===== config.mk =====
export PLATFORM = sky130hd
export DESIGN_NAME = wb_decode_n_flat
export DESIGN_NICKNAME = d
export VERILOG_FILES = /design/src/rtl/wb_decode_pkg.sv /design/src/rtl/wb_decode_n_if.sv /design/src/rtl/wb_addr_match.sv /design/src/rtl/wb_decode_n.sv /design/src/flat_wrapper.sv
export SDC_FILE = /design/constraint.sdc
export NUM_CORES = 1
export LEC_CHECK = 0
export ABC_CLOCK_PERIOD_IN_PS = 3700
export BUFFER_PORTS_ARGS = -buffer_cell sky130_fd_sc_hd__buf_4
export CORE_AREA = 8 8 100 102
export DETAILED_ROUTE_END_ITERATION = 12
export DIE_AREA = 0 0 108 110
export HOLD_SLACK_MARGIN = 0.08
export PLACE_DENSITY = 0.85
export SYNTH_ARGS = -nofsm -noshare
export SYNTH_HDL_FRONTEND = slang
export SYNTH_HIERARCHICAL = 1
export SYNTH_SLANG_ARGS = --single-unit

===== constraint.sdc =====
create_clock -name wb_clk_i -period 3.7 [get_ports wb_clk_i]
set_input_delay 0.74 -clock wb_clk_i [delete_from_list [all_inputs] [get_ports wb_clk_i]]
set_output_delay 0.74 -clock wb_clk_i [all_outputs]
set_load 0.01 [all_outputs]

===== src/rtl/wb_decode_pkg.sv =====
// Shared definitions for the wb_decode_n address decoder: FSM encoding,
// default error data and the user-project address regions.
package wb_decode_pkg;

   typedef enum logic [1:0] {
      IDLE = 2'd0,
      BUSY = 2'd1,
      ERR  = 2'd2
   } state_e;

   localparam logic [31:0] ERR_DATA_DEFAULT = 32'hDEAD_BEEF;

   localparam logic [7:0] USER_IP  = 8'h30;
   localparam logic [7:0] USER_MEM = 8'h38;

   localparam logic [15:0] STAT_MAX = 16'hFFFF;

   // Slave index width; never zero so a single-slave build still has a real vector.
   function automatic int idx_width(input int n);
      return (n > 1) ? $clog2(n) : 1;
   endfunction

endpackage


===== src/rtl/wb_decode_n_if.sv =====
// Master-facing Wishbone signals of the user-project decoder.
interface wb_decode_n_if;
   logic        wbs_cyc_i;
   logic        wbs_stb_i;
   logic [31:0] wbs_adr_i;
   logic        wbs_ack_o;
   logic [31:0] wbs_dat_o;

   modport slave (
      input  wbs_cyc_i,
      input  wbs_stb_i,
      input  wbs_adr_i,
      output wbs_ack_o,
      output wbs_dat_o
   );

   modport master (
      output wbs_cyc_i,
      output wbs_stb_i,
      output wbs_adr_i,
      input  wbs_ack_o,
      input  wbs_dat_o
   );
endinterface


===== src/rtl/wb_addr_match.sv =====
// Combinational base/mask address match; the lowest matching slave index wins.
module wb_addr_match
   import wb_decode_pkg::*;
#(
   parameter int                      NUM_SLV    = 5,
   parameter logic [NUM_SLV*32-1:0]   BASE_ADDRS = '0,
   parameter logic [NUM_SLV*32-1:0]   ADDR_MASKS = '0,
   parameter int                      IDX_W      = idx_width(NUM_SLV)
) (
   input  logic [31:0]      adr_i,
   output logic             hit_o,
   output logic [IDX_W-1:0] idx_o
);

   logic [NUM_SLV-1:0] hit_vec;

   generate
      for (genvar gi = 0; gi < NUM_SLV; gi++) begin : g_cmp
         assign hit_vec[gi] = ((adr_i & ADDR_MASKS[32*gi +: 32]) ==
                               (BASE_ADDRS[32*gi +: 32] & ADDR_MASKS[32*gi +: 32]));
      end
   endgenerate

   // Scan from the top so the lowest hitting index is the last one written.
   always_comb begin
      hit_o = |hit_vec;
      idx_o = '0;
      for (int i = NUM_SLV - 1; i >= 0; i--) begin
         if (hit_vec[i]) begin
            idx_o = IDX_W'(i);
         end
      end
   end

endmodule


===== src/rtl/wb_decode_n.sv =====
// N-slave Wishbone decoder with registered slave select, ack/data routing and
// miss/timeout termination. Define WB_DECODE_STATS_EN for the error counters on stat_o.
module wb_decode_n
   import wb_decode_pkg::*;
#(
   parameter int                    NUM_SLV     = 5,
   parameter logic [NUM_SLV*32-1:0] BASE_ADDRS  = {{USER_IP, 24'h00_0300}, {USER_IP, 24'h00_0200},
                                                   {USER_IP, 24'h00_0100}, {USER_IP, 24'h00_0000},
                                                   {USER_MEM, 24'h00_0000}},
   parameter logic [NUM_SLV*32-1:0] ADDR_MASKS  = {{4{32'hFF00_0F00}}, 32'hFF00_0000},
   parameter int                    TIMEOUT_CYC = 255,
   parameter logic [31:0]           ERR_DATA    = ERR_DATA_DEFAULT
) (
   input  logic                    wb_clk_i,
   input  logic                    wb_rst_i,
   wb_decode_n_if.slave            wbs,
   output logic [NUM_SLV-1:0]      slv_valid_o,
   input  logic [NUM_SLV-1:0]      slv_ack_i,
   input  logic [NUM_SLV*32-1:0]   slv_dat_i,
   output logic                    bus_err_o,
   output logic [31:0]             stat_o
);

   localparam int          IDX_W   = idx_width(NUM_SLV);
   localparam logic [15:0] TO_LAST = 16'(TIMEOUT_CYC - 1);

   state_e           state_q, state_d;
   logic [IDX_W-1:0] idx_q, idx_d;
   logic [15:0]      cnt_q, cnt_d;

   logic             match_hit;
   logic [IDX_W-1:0] match_idx;
   logic             sel_ack;
   logic [31:0]      sel_dat;
   logic [NUM_SLV-1:0] sel_onehot;
   logic             req;

   assign req = wbs.wbs_cyc_i & wbs.wbs_stb_i;

   wb_addr_match #(
      .NUM_SLV    (NUM_SLV),
      .BASE_ADDRS (BASE_ADDRS),
      .ADDR_MASKS (ADDR_MASKS),
      .IDX_W      (IDX_W)
   ) u_match (
      .adr_i (wbs.wbs_adr_i),
      .hit_o (match_hit),
      .idx_o (match_idx)
   );

   // Route only the latched slave's ack/data; other slaves are never observed.
   always_comb begin
      sel_ack    = 1'b0;
      sel_dat    = '0;
      sel_onehot = '0;
      for (int i = 0; i < NUM_SLV; i++) begin
         if (idx_q == IDX_W'(i)) begin
            sel_ack       = slv_ack_i[i];
            sel_dat       = slv_dat_i[32*i +: 32];
            sel_onehot[i] = 1'b1;
         end
      end
   end

   always_ff @(posedge wb_clk_i) begin
      if (wb_rst_i) begin
         state_q <= IDLE;
         idx_q   <= '0;
         cnt_q   <= '0;
      end else begin
         state_q <= state_d;
         idx_q   <= idx_d;
         cnt_q   <= cnt_d;
      end
   end

   always_comb begin
      state_d = state_q;
      idx_d   = idx_q;
      cnt_d   = cnt_q;
      case (state_q)
         IDLE: begin
            if (req) begin
               if (match_hit) begin
                  idx_d   = match_idx;
                  cnt_d   = '0;
                  state_d = BUSY;
               end else begin
                  state_d = ERR;
               end
            end
         end
         BUSY: begin
            // A selected ack outranks a simultaneous cyc drop.
            if (sel_ack) begin
               state_d = IDLE;
            end else if (!wbs.wbs_cyc_i) begin
               state_d = IDLE;
            end else if (cnt_q == TO_LAST) begin
               state_d = ERR;
            end else begin
               cnt_d = cnt_q + 16'd1;
            end
         end
         ERR:     state_d = IDLE;
         default: state_d = IDLE;
      endcase
   end

   always_comb begin
      slv_valid_o   = '0;
      wbs.wbs_ack_o = 1'b0;
      wbs.wbs_dat_o = '0;
      bus_err_o     = 1'b0;
      case (state_q)
         BUSY: begin
            slv_valid_o = sel_onehot;
            if (sel_ack) begin
               wbs.wbs_ack_o = 1'b1;
               wbs.wbs_dat_o = sel_dat;
            end
         end
         ERR: begin
            wbs.wbs_ack_o = 1'b1;
            wbs.wbs_dat_o = ERR_DATA;
            bus_err_o     = 1'b1;
         end
         default: ;
      endcase
   end

`ifdef WB_DECODE_STATS_EN
   logic [15:0] miss_cnt_q, to_cnt_q;
   logic        miss_evt, to_evt;

   assign miss_evt = (state_q == IDLE) && (state_d == ERR);
   assign to_evt   = (state_q == BUSY) && (state_d == ERR);

   always_ff @(posedge wb_clk_i) begin
      if (wb_rst_i) begin
         miss_cnt_q <= '0;
         to_cnt_q   <= '0;
      end else begin
         if (miss_evt && (miss_cnt_q != STAT_MAX)) miss_cnt_q <= miss_cnt_q + 16'd1;
         if (to_evt && (to_cnt_q != STAT_MAX))     to_cnt_q   <= to_cnt_q + 16'd1;
      end
   end

   assign stat_o = {miss_cnt_q, to_cnt_q};
`else
   assign stat_o = '0;
`endif

endmodule


===== src/flat_wrapper.sv =====
// flat-port wrapper written by rule: the top's interface ports become plain ports
module wb_decode_n_flat import wb_decode_pkg::*;
#(
   parameter int                    NUM_SLV     = 5,
   parameter logic [NUM_SLV*32-1:0] BASE_ADDRS  = {{USER_IP, 24'h00_0300}, {USER_IP, 24'h00_0200},
                                                   {USER_IP, 24'h00_0100}, {USER_IP, 24'h00_0000},
                                                   {USER_MEM, 24'h00_0000}},
   parameter logic [NUM_SLV*32-1:0] ADDR_MASKS  = {{4{32'hFF00_0F00}}, 32'hFF00_0000},
   parameter int                    TIMEOUT_CYC = 255,
   parameter logic [31:0]           ERR_DATA    = ERR_DATA_DEFAULT
)
  (wb_clk_i, wb_rst_i, slv_valid_o, slv_ack_i, slv_dat_i, bus_err_o, stat_o, wbs_wbs_cyc_i, wbs_wbs_stb_i, wbs_wbs_adr_i, wbs_wbs_ack_o, wbs_wbs_dat_o);
  wb_decode_n_if wbs_i ();
  input  logic wb_clk_i;
  input  logic wb_rst_i;
  output logic [NUM_SLV-1:0] slv_valid_o;
  input  logic [NUM_SLV-1:0] slv_ack_i;
  input  logic [NUM_SLV*32-1:0] slv_dat_i;
  output logic bus_err_o;
  output logic [31:0] stat_o;
  input wire logic [$bits(wbs_i.wbs_cyc_i)-1:0] wbs_wbs_cyc_i;
  input wire logic [$bits(wbs_i.wbs_stb_i)-1:0] wbs_wbs_stb_i;
  input wire logic [$bits(wbs_i.wbs_adr_i)-1:0] wbs_wbs_adr_i;
  output wire logic [$bits(wbs_i.wbs_ack_o)-1:0] wbs_wbs_ack_o;
  output wire logic [$bits(wbs_i.wbs_dat_o)-1:0] wbs_wbs_dat_o;
  assign wbs_i.wbs_cyc_i = wbs_wbs_cyc_i;
  assign wbs_i.wbs_stb_i = wbs_wbs_stb_i;
  assign wbs_i.wbs_adr_i = wbs_wbs_adr_i;
  assign wbs_wbs_ack_o = wbs_i.wbs_ack_o;
  assign wbs_wbs_dat_o = wbs_i.wbs_dat_o;
  wb_decode_n #(.NUM_SLV(NUM_SLV), .BASE_ADDRS(BASE_ADDRS), .ADDR_MASKS(ADDR_MASKS), .TIMEOUT_CYC(TIMEOUT_CYC), .ERR_DATA(ERR_DATA)) u_core (.wb_clk_i(wb_clk_i), .wb_rst_i(wb_rst_i), .wbs(wbs_i), .slv_valid_o(slv_valid_o), .slv_ack_i(slv_ack_i), .slv_dat_i(slv_dat_i), .bus_err_o(bus_err_o), .stat_o(stat_o));
endmodule

# Yosys cells after proc, flatten, opt, wreduce, memory -nomap -nowiden
# Index checks and enable logic that the tools add are counted.
# classes
add_sub_neg,1
eq_ne,18
mux,38
n_bitwise,1
reduce_logical,7
# op_table
cell,n
2-to-1 mux 32 bit,6
2-to-1 mux 16 bit,5
one-hot mux 32 bit (2 select lines),1
"== test 12 x 10 -> 1 bit, second input constant",4
one-hot mux 16 bit (2 select lines),1
"adder 16 x 1 -> 16 bit, second input constant",1
"== test 16 x 8 -> 1 bit, second input constant",1
2-to-1 mux 3 bit,5
2-to-1 mux 1 bit,12
2-to-1 mux 2 bit,5
"== test 8 x 6 -> 1 bit, second input constant",1
"== test 3 x 2 -> 1 bit, second input constant",2
"inequality test 2 bit, second input constant",3
AND reduction 6 bit,1
2-to-1 mux 5 bit,1
OR reduction 5 bit,1
"inequality test 2 x 1 -> 1 bit, second input constant",2
"inequality test 4 x 2 -> 1 bit, second input constant",1
one-hot mux 2 bit (2 select lines),1
"== test 3 x 1 -> 1 bit, second input constant",1
"== test 3 bit, second input constant",1
zero test 3 bit,1
AND reduction 3 bit,1
"== test 2 x 1 -> 1 bit, second input constant",1
other kinds (6),6
# word_totals
register_bits,21
in_bits,201
out_inout_bits,71
wordCells,68

# Logic depth before layout (Yosys ltp)
# Gate-level depths: netlist of run 1.
# logic_depth
ltp_word,8
depth_mapped,8
depth_no_buf,7

# Hierarchy
# The synthesis of run 1 kept the hierarchy.
# by_module_without_submodules
module,n_inst,cells_each,area_each_um2,seq_area_each_um2
wb_decode_n,1,382,2937.8,420.4
wb_addr_match,1,11,97.6,0.0

# Worst setup path after synthesis of run 1
# Ideal clock, no wire load.
# synth_path
path_kind,input to output
from,input port slv_ack_i[1]
to,output port wbs_wbs_dat_o[13]
arrival_ns,1.982
slack_ns,0.978
stages,7
path_cell_list,nor4bb_1 nor2_1 a21o_1 buf_6 a21boi_4 buf_6 nor2_1
# synth_via
elab_chain_len,6
# synth_lines
element,line,source
from (decl),flat_wrapper.sv:17,input logic [NUM_SLV-1:0] slv_ack_i;
2-to-1 mux 1 bit (4 in a row),wb_decode_n.sv:57,if (idx_q == IDX_W'(i)) begin
2-to-1 mux 32 bit,wb_decode_n.sv:118,if (sel_ack) begin
one-hot mux 32 bit (2 select lines),wb_decode_n.sv:115,case (state_q)
to (decl),flat_wrapper.sv:25,output wire logic [$bits(wbs_i.wbs_dat_o)-1:0] wbs_wbs_dat_o;
# No other way between the ends.

# Final worst setup path of run 1
# layout_path
from,register u_core.idx_q[0]
to,output port wbs_wbs_dat_o[31]
# layout_via
elab_chain_len,8
elab_cells_between_ends,17
cone_classes,4 x eq/ne; 12 x mux; 1 x reduce/logical
# layout_lines
element,line,source
from (decl),wb_decode_n.sv:28,"logic [IDX_W-1:0] idx_q, idx_d;"
from (signal assigned),wb_decode_n.sv:72,idx_q <= idx_d;
zero test 3 bit,wb_decode_n.sv:57,
2-to-1 mux 32 bit or 2-to-1 mux 1 bit (tied branches) (5 in a row),wb_decode_n.sv:57,
2-to-1 mux 32 bit (*),wb_decode_n.sv:118,
one-hot mux 32 bit (2 select lines) (*),wb_decode_n.sv:115,
# Mark *: on every way between the ends. The rest lies on a longest branch, timed or not.

==> results of run 1 <==
## metrics by stage
stage                     power [mW]  utilization, %  instance area (µm²)
after floorplan                0.396               -                 3150
after global routing           0.749            55.1                 4660
after global placement         0.556            54.5                 4620
after CTS                      0.711            55.1                 4660
final                          0.714            55.1                 4660
after detailed placement       0.564            54.5                 4620
## power breakdown
group / leakage, nW / switching (mW) / total, mW / internal, mW
Combinational: 1.89 / 0.141 / 0.336 / 0.196
Sequential: 0.170 / 0.000851 / 0.228 / 0.227
Clock: 0.0228 / 0.0724 / 0.149 / 0.0768
Total: 2.08 / 0.214 / 0.714 / 0.500
## cell type report
class / instances / area [µm²] / area share, %
multi-input combinational: 328 / 2290 / 49.1
timing repair buffer: 229 / 1720 / 36.9
sequential: 21 / 423 / 9.07
tap: 108 / 135 / 2.90
inverter: 14 / 52.6 / 1.13
clock buffer: 4 / 45.0 / 0.966
## placed cells by master (no fill, tap or decap), types with 2 or more instances in the layout
cell type and count:
inv_1 14, and4_1 3, nor2b_1 2, ha_1 5, nand2b_1 2, dfxtp_2 2
nor4_2 2, nand4b_1 3, a32oi_1 2, mux2i_1 22, nand2_1 38, nand4_1 8
a22oi_1 9, and3_1 3, clkbuf_8 3, nand3b_1 2, nor2_1 42, or4_1 3
nor3_1 8, a32o_1 2, nand3_1 12, mux4_2 14, a221o_1 18, buf_4 229
or3_1 2, a21oi_1 18, dfxtp_1 19, nor4bb_1 2, a2bb2oi_1 3, o21ai_0 24
conb_1 32, nor2_2 5, nor4_1 3, o211ai_1 4, a41oi_1 2, and2_1 3
a221oi_1 6
## flip-flops by register name (all words and copies together), names as in the netlist
name / cells
u_core/idx_q: 3
u_core/cnt_q: 16
u_core/state_q: 2
## logic make-up after synthesis
family / count (synthesis) / synth area share, %
AO/OA/AOI/OAI: 103 / 25.4
XOR/XNOR: 1 / 0.289
adder cells (fa/ha/maj): 5 / 2.06
buffers and inverters: 75 / 14.7
flip-flops: 21 / 13.8
multiplexers: 36 / 17.6
other: 1 / 0.124
AND/OR/NAND/NOR: 151 / 26.0
## metal layers
layer | vias up | GRT usage, % | wire [µm]
li1 | 1831 | - | -
met1 | 1896 | 24.6 | 5320
met2 | 242 | 40.7 | 7780
met3 | 19 | 4.36 | 1330
met4 | 2 | 4.96 | 227
met5 | - | 0 | 13
## worst min path at each step
| stage | depth (start not counted) | end | from | slack (ns) |
|---|---|---|---|---|
| detailed placement | 1 | u_core/cnt_q[7] | u_core/cnt_q[7] | 0.50 |
| finish | 1 | u_core/cnt_q[7] | u_core/cnt_q[7] | 0.51 |
| global placement | 1 | u_core/cnt_q[7] | u_core/cnt_q[7] | 0.49 |
| CTS | 1 | u_core/cnt_q[7] | u_core/cnt_q[7] | 0.51 |
| global route | 1 | u_core/cnt_q[7] | u_core/cnt_q[7] | 0.54 |
| floorplan | 1 | u_core/cnt_q[9] | u_core/cnt_q[9] | 0.48 |
## worst max-delay path, stage by stage, from the launching register on
cell and delay [ns]:
dfxtp_2 0.59, buf_4 0.40, and3_1 0.50, buf_4 0.25, a221o_1 0.18, a21oi_1 0.05
nor2_1 0.10, buf_4 0.13
==> results_dict.tcl, run 1 <==
set metrics [dict create \
    status "complete, no violations" \
    vias 3990 \
    reg2reg_to "u_core/cnt_q[11]" \
    reg2reg_from "u_core/state_q[1]" \
    wirelength_um 14700 \
    htreeDepth 1 \
    r2r_cells 7 \
    cp-start-kind "register" \
    cts_setup_buffers 0 \
    clockBufferDepth 2 \
    slew_viol_final 0 \
    hold_buffers 0 \
    crit_type "reg -> out" \
    final_cells 704 \
    hold_slack_ns 0.509 \
    first_global_vias 3699 \
    async_reset_ff_share_pct 0 \
    fin_ws_ns 0.488 \
    wl_per_cell_um 20.8 \
    final_hold_viol_count 0 \
    cap_violations 0 \
    critPathMaxFanout 25 \
    gp_congestion 0.954 \
    cts_made_buffers 3 \
    fp-row-count 34 \
    min_path_type "reg -> reg" \
    required_ns 2.96 \
    startpoint "u_core/idx_q[0]" \
    r2r_setup_slack_ns 1.15 \
    fin_crit_sh_pct 86.8 \
    die_w_um 108 \
    pre_cts_slack_ns 0.633 \
    synth_cell_type_count 63 \
    layout_min_cycle_time_ns 3.21 \
    p_leak_nw 2.08 \
    fin_nets 803 \
    grt_pass1_wl_um 20400 \
    vdd_drop_max_mv 0.201 \
    fillers 792 \
    ys_warn_count 6 \
    yosysSeqAreaShare_pct 13.8 \
    areaGrowthSynthToFinish_pct 53.6 \
    core-area_um2 8470 \
    synth.most_common_cell "nor2_1" \
    drtIter0Drc 279 \
    io_pins 272 \
    cts_resized 0 \
    grt_antenna_before_repair 1 \
    setup_viol 0 \
    power_density_nw_per_um2 153 \
    synth_top_area_share_pct 13.8 \
    overflow 0 \
    dieArea_um2 11900 \
    yosys-top-cells-count "nor2_1 (43), nand2_1 (38), buf_4 (33), o21ai_0 (24), mux2i_1 (22)" \
    viasPerCell 5.67 \
    postSynthCellCount 393 \
    path_clk_slew_ns 0.07 \
    drive_above_1_share_pct 44.5 \
    synth_area_leaders "dfxtp_1 (14%), mux4_2 (10%), buf_4 (8.2%)" \
    place_inst 700 \
    synth-edff-count 0 \
    cts_root_buffer "clkbuf_8" \
    rsz0062_at_grt "false" \
    antennaDiodeCount 0 \
    finClkSkew_ns 0.00469 \
    cp-endpoint "wbs_wbs_dat_o[31]" \
    syn_area_um2 3040 \
    max_slew_margin_pct 46.2 \
    worstMarginPinSlew_ns 0.805 \
    syn_area_per_cell_um2 7.72 \
    cts_tree "yes" \
    synth-main-ff-cell "dfxtp_1" \
    antenna_left 0 \
    drc 0 \
    io_buffer_count 219 \
    max_clock_freq_mhz 311 \
    clock_sinks 21 \
    final.setup.tns_ns 0 \
    cp.arrival_ns 2.47 \
    ys_ff_latch 21 \
    start_util_pct 35.9 \
    grt_start_max_net_pins 34 \
    hpwlAfterDp_um 12100 \
    endpoint_kind "output port" \
    dr.pass1.iters 5 \
    yosysTopAreaCell "dfxtp_1" \
    track_usage_pct 21.7 \
    die_h_um 110 \
    clk_latency_ns 0.26 \
]
Power figures use the tool's default switching activity.
==> run 2, diff against run 1 <==
CTS_BUF_LIST = sky130_fd_sc_hd__clkbuf_8   (was default)
SLEW_MARGIN = 20   (was default)
==> results_dict.tcl, run 2 (synthesized netlist as in run 1, its figures left out) <==
set metrics [dict create \
    multi_input_comb_area_um2 2290 \
    first_global_vias 3699 \
    power_density_nw_per_um2 152 \
    rsz0062_at_grt "false" \
    hold_start "u_core/cnt_q[7]" \
    min_path_type "reg -> reg" \
    largest_reg_flops 16 \
    cpMostUsedCell "buf_4" \
    holdPathEnd "u_core/cnt_q[7]" \
    path_clk_slew_ns 0.07 \
    track_usage_pct 21.7 \
    min_path_cells 1 \
    drive_above_1_share_pct 44.5 \
    critPathMaxStageDelay_ns 0.59 \
    wirelength_um 14700 \
    wl_per_cell_um 20.8 \
    required_ns 2.96 \
    grt_antenna_before_repair 1 \
    path_cells "buf_4 -> and3_1 -> buf_4 -> a221o_1 -> a21oi_1 -> nor2_1 -> buf_4" \
    start_util_pct 35.9 \
    worstMarginPinSlew_ns 0.804 \
    cts_made_buffers 3 \
    gp_congestion 0.954 \
    max_clock_freq_mhz 311 \
    critPathSlowestCell "dfxtp_2" \
    layout_min_cycle_time_ns 3.21 \
    endpoint_kind "output port" \
    clock_sinks 21 \
    fin_crit_sh_pct 86.8 \
    cap_violations 0 \
    hpwlAfterDp_um 12100 \
    r2r_setup_slack_ns 1.12 \
    clk_latency_ns 0.26 \
    critPathMaxFanout 25 \
    cts_setup_buffers 0 \
    cp-start-kind "register" \
    hold_buffers 0 \
    core-area_um2 8470 \
    final_cells 704 \
    pre_cts_slack_ns 0.633 \
    cts_resized 0 \
    overflow 0 \
    crit_type "reg -> out" \
    final_hold_viol_count 0 \
    io_buffer_count 219 \
    dieArea_um2 11900 \
    htreeDepth 1 \
    fin_ws_ns 0.489 \
    viasPerCell 5.64 \
    max_slew_margin_pct 46.2 \
    r2r_cells 7 \
    io_pins 272 \
    reg2reg_to "u_core/cnt_q[11]" \
    final_cell_mix "buf_4 (229), nor2_1 (42), nand2_1 (38)" \
    drtIter0Drc 290 \
    final.setup.tns_ns 0 \
    place_inst 700 \
    finClkSkew_ns 0.00377 \
    status "complete, no violations" \
    grt_pass1_wl_um 20400 \
    fin_nets 803 \
    slew_viol_final 0 \
    die_w_um 108 \
    cts_tree "yes" \
    clockBufferDepth 2 \
    regMostFlops "u_core/cnt_q" \
    setup_viol 0 \
    p_leak_nw 2.09 \
    vdd_drop_max_mv 0.201 \
    die_h_um 110 \
    cp.arrival_ns 2.47 \
    vias 3974 \
    cts_root_buffer "clkbuf_8" \
    antennaDiodeCount 0 \
    reg2reg_from "u_core/state_q[1]" \
    grt_start_max_net_pins 34 \
    seq_area_um2 423 \
    reg_top3 "u_core/cnt_q x16, u_core/idx_q x3, u_core/state_q x2" \
    mostFrequentLayoutCell "buf_4" \
    areaGrowthSynthToFinish_pct 53.6 \
    fp-row-count 34 \
    fillers 792 \
    drc 0 \
    antenna_left 0 \
    dr.pass1.iters 5 \
]
-- run 2: cell types whose count changed in the layout (fill, tap and decap cells not counted) --
| cell | previous run | this run |
|---|---|---|
| inv_1 | 14 | 15 |
| clkbuf_1 | 1 | 0 |
-- run 2: layout make-up --
type | instances | area share [%]
clock buffers | 3 | 0.886
flip-flops and latches | 21 | 9.07
clock inverters | 1 | 0.0805
repair buffers | 229 | 36.9
inverters | 14 | 1.13
well taps | 108 | 2.90
multi-input cells | 328 | 49.1
-- run 2: report_power, final --
part	switching (mW)	internal [mW]
Combinational	0.141	0.196
Clock	0.0720	0.0740
Sequential	0.000851	0.227
-- run 2: through the flow --
| step | instance area (µm²) | utilization (%) | hold WS (ns) | power, mW |
|---|---|---|---|---|
| after CTS | 4660 | 55.1 | 0.511 | 0.709 |
| after global routing | 4660 | 55.1 | 0.544 | 0.746 |
| after floorplan | 3150 | - | 0.475 | 0.396 |
| final | 4660 | 55.1 | 0.508 | 0.711 |
| after global placement | 4620 | 54.5 | 0.493 | 0.556 |
| after detailed placement | 4620 | 54.5 | 0.497 | 0.564 |
-- run 2: worst max-delay path by stage --
| stage | startpoint | to | slack (ns) | cells after the start |
|---|---|---|---|---|
| after global placement | slv_ack_i[0] | wbs_wbs_dat_o[2] | 0.65 | 7 |
| after detailed placement | slv_ack_i[0] | wbs_wbs_dat_o[30] | 0.63 | 7 |
| after CTS | u_core/idx_q[0] | wbs_wbs_dat_o[31] | 0.48 | 7 |
| after global routing | u_core/idx_q[0] | wbs_wbs_dat_o[31] | 0.31 | 7 |
| after floorplan | slv_ack_i[1] | wbs_wbs_dat_o[13] | 0.98 | 7 |
| final | u_core/idx_q[0] | wbs_wbs_dat_o[31] | 0.49 | 7 |
-- run 2: metal layers --
| metal | vias to the layer above | wire length, µm | global-route usage [%] |
|---|---|---|---|
| li1 | 1830 | - | - |
| met1 | 1890 | 5330 | 24.6 |
| met2 | 233 | 7760 | 40.7 |
| met3 | 19 | 1330 | 4.36 |
| met4 | 2 | 227 | 4.96 |
| met5 | - | 13 | 0 |
-- run 2: critical path: cells and delay by family (launching register included) --
kind / cells / cell delay, ns
flip-flops: 1 / 0.59
buffers and inverters: 3 / 0.78
AND/OR/NAND/NOR: 2 / 0.60
AO/OA/AOI/OAI: 2 / 0.23
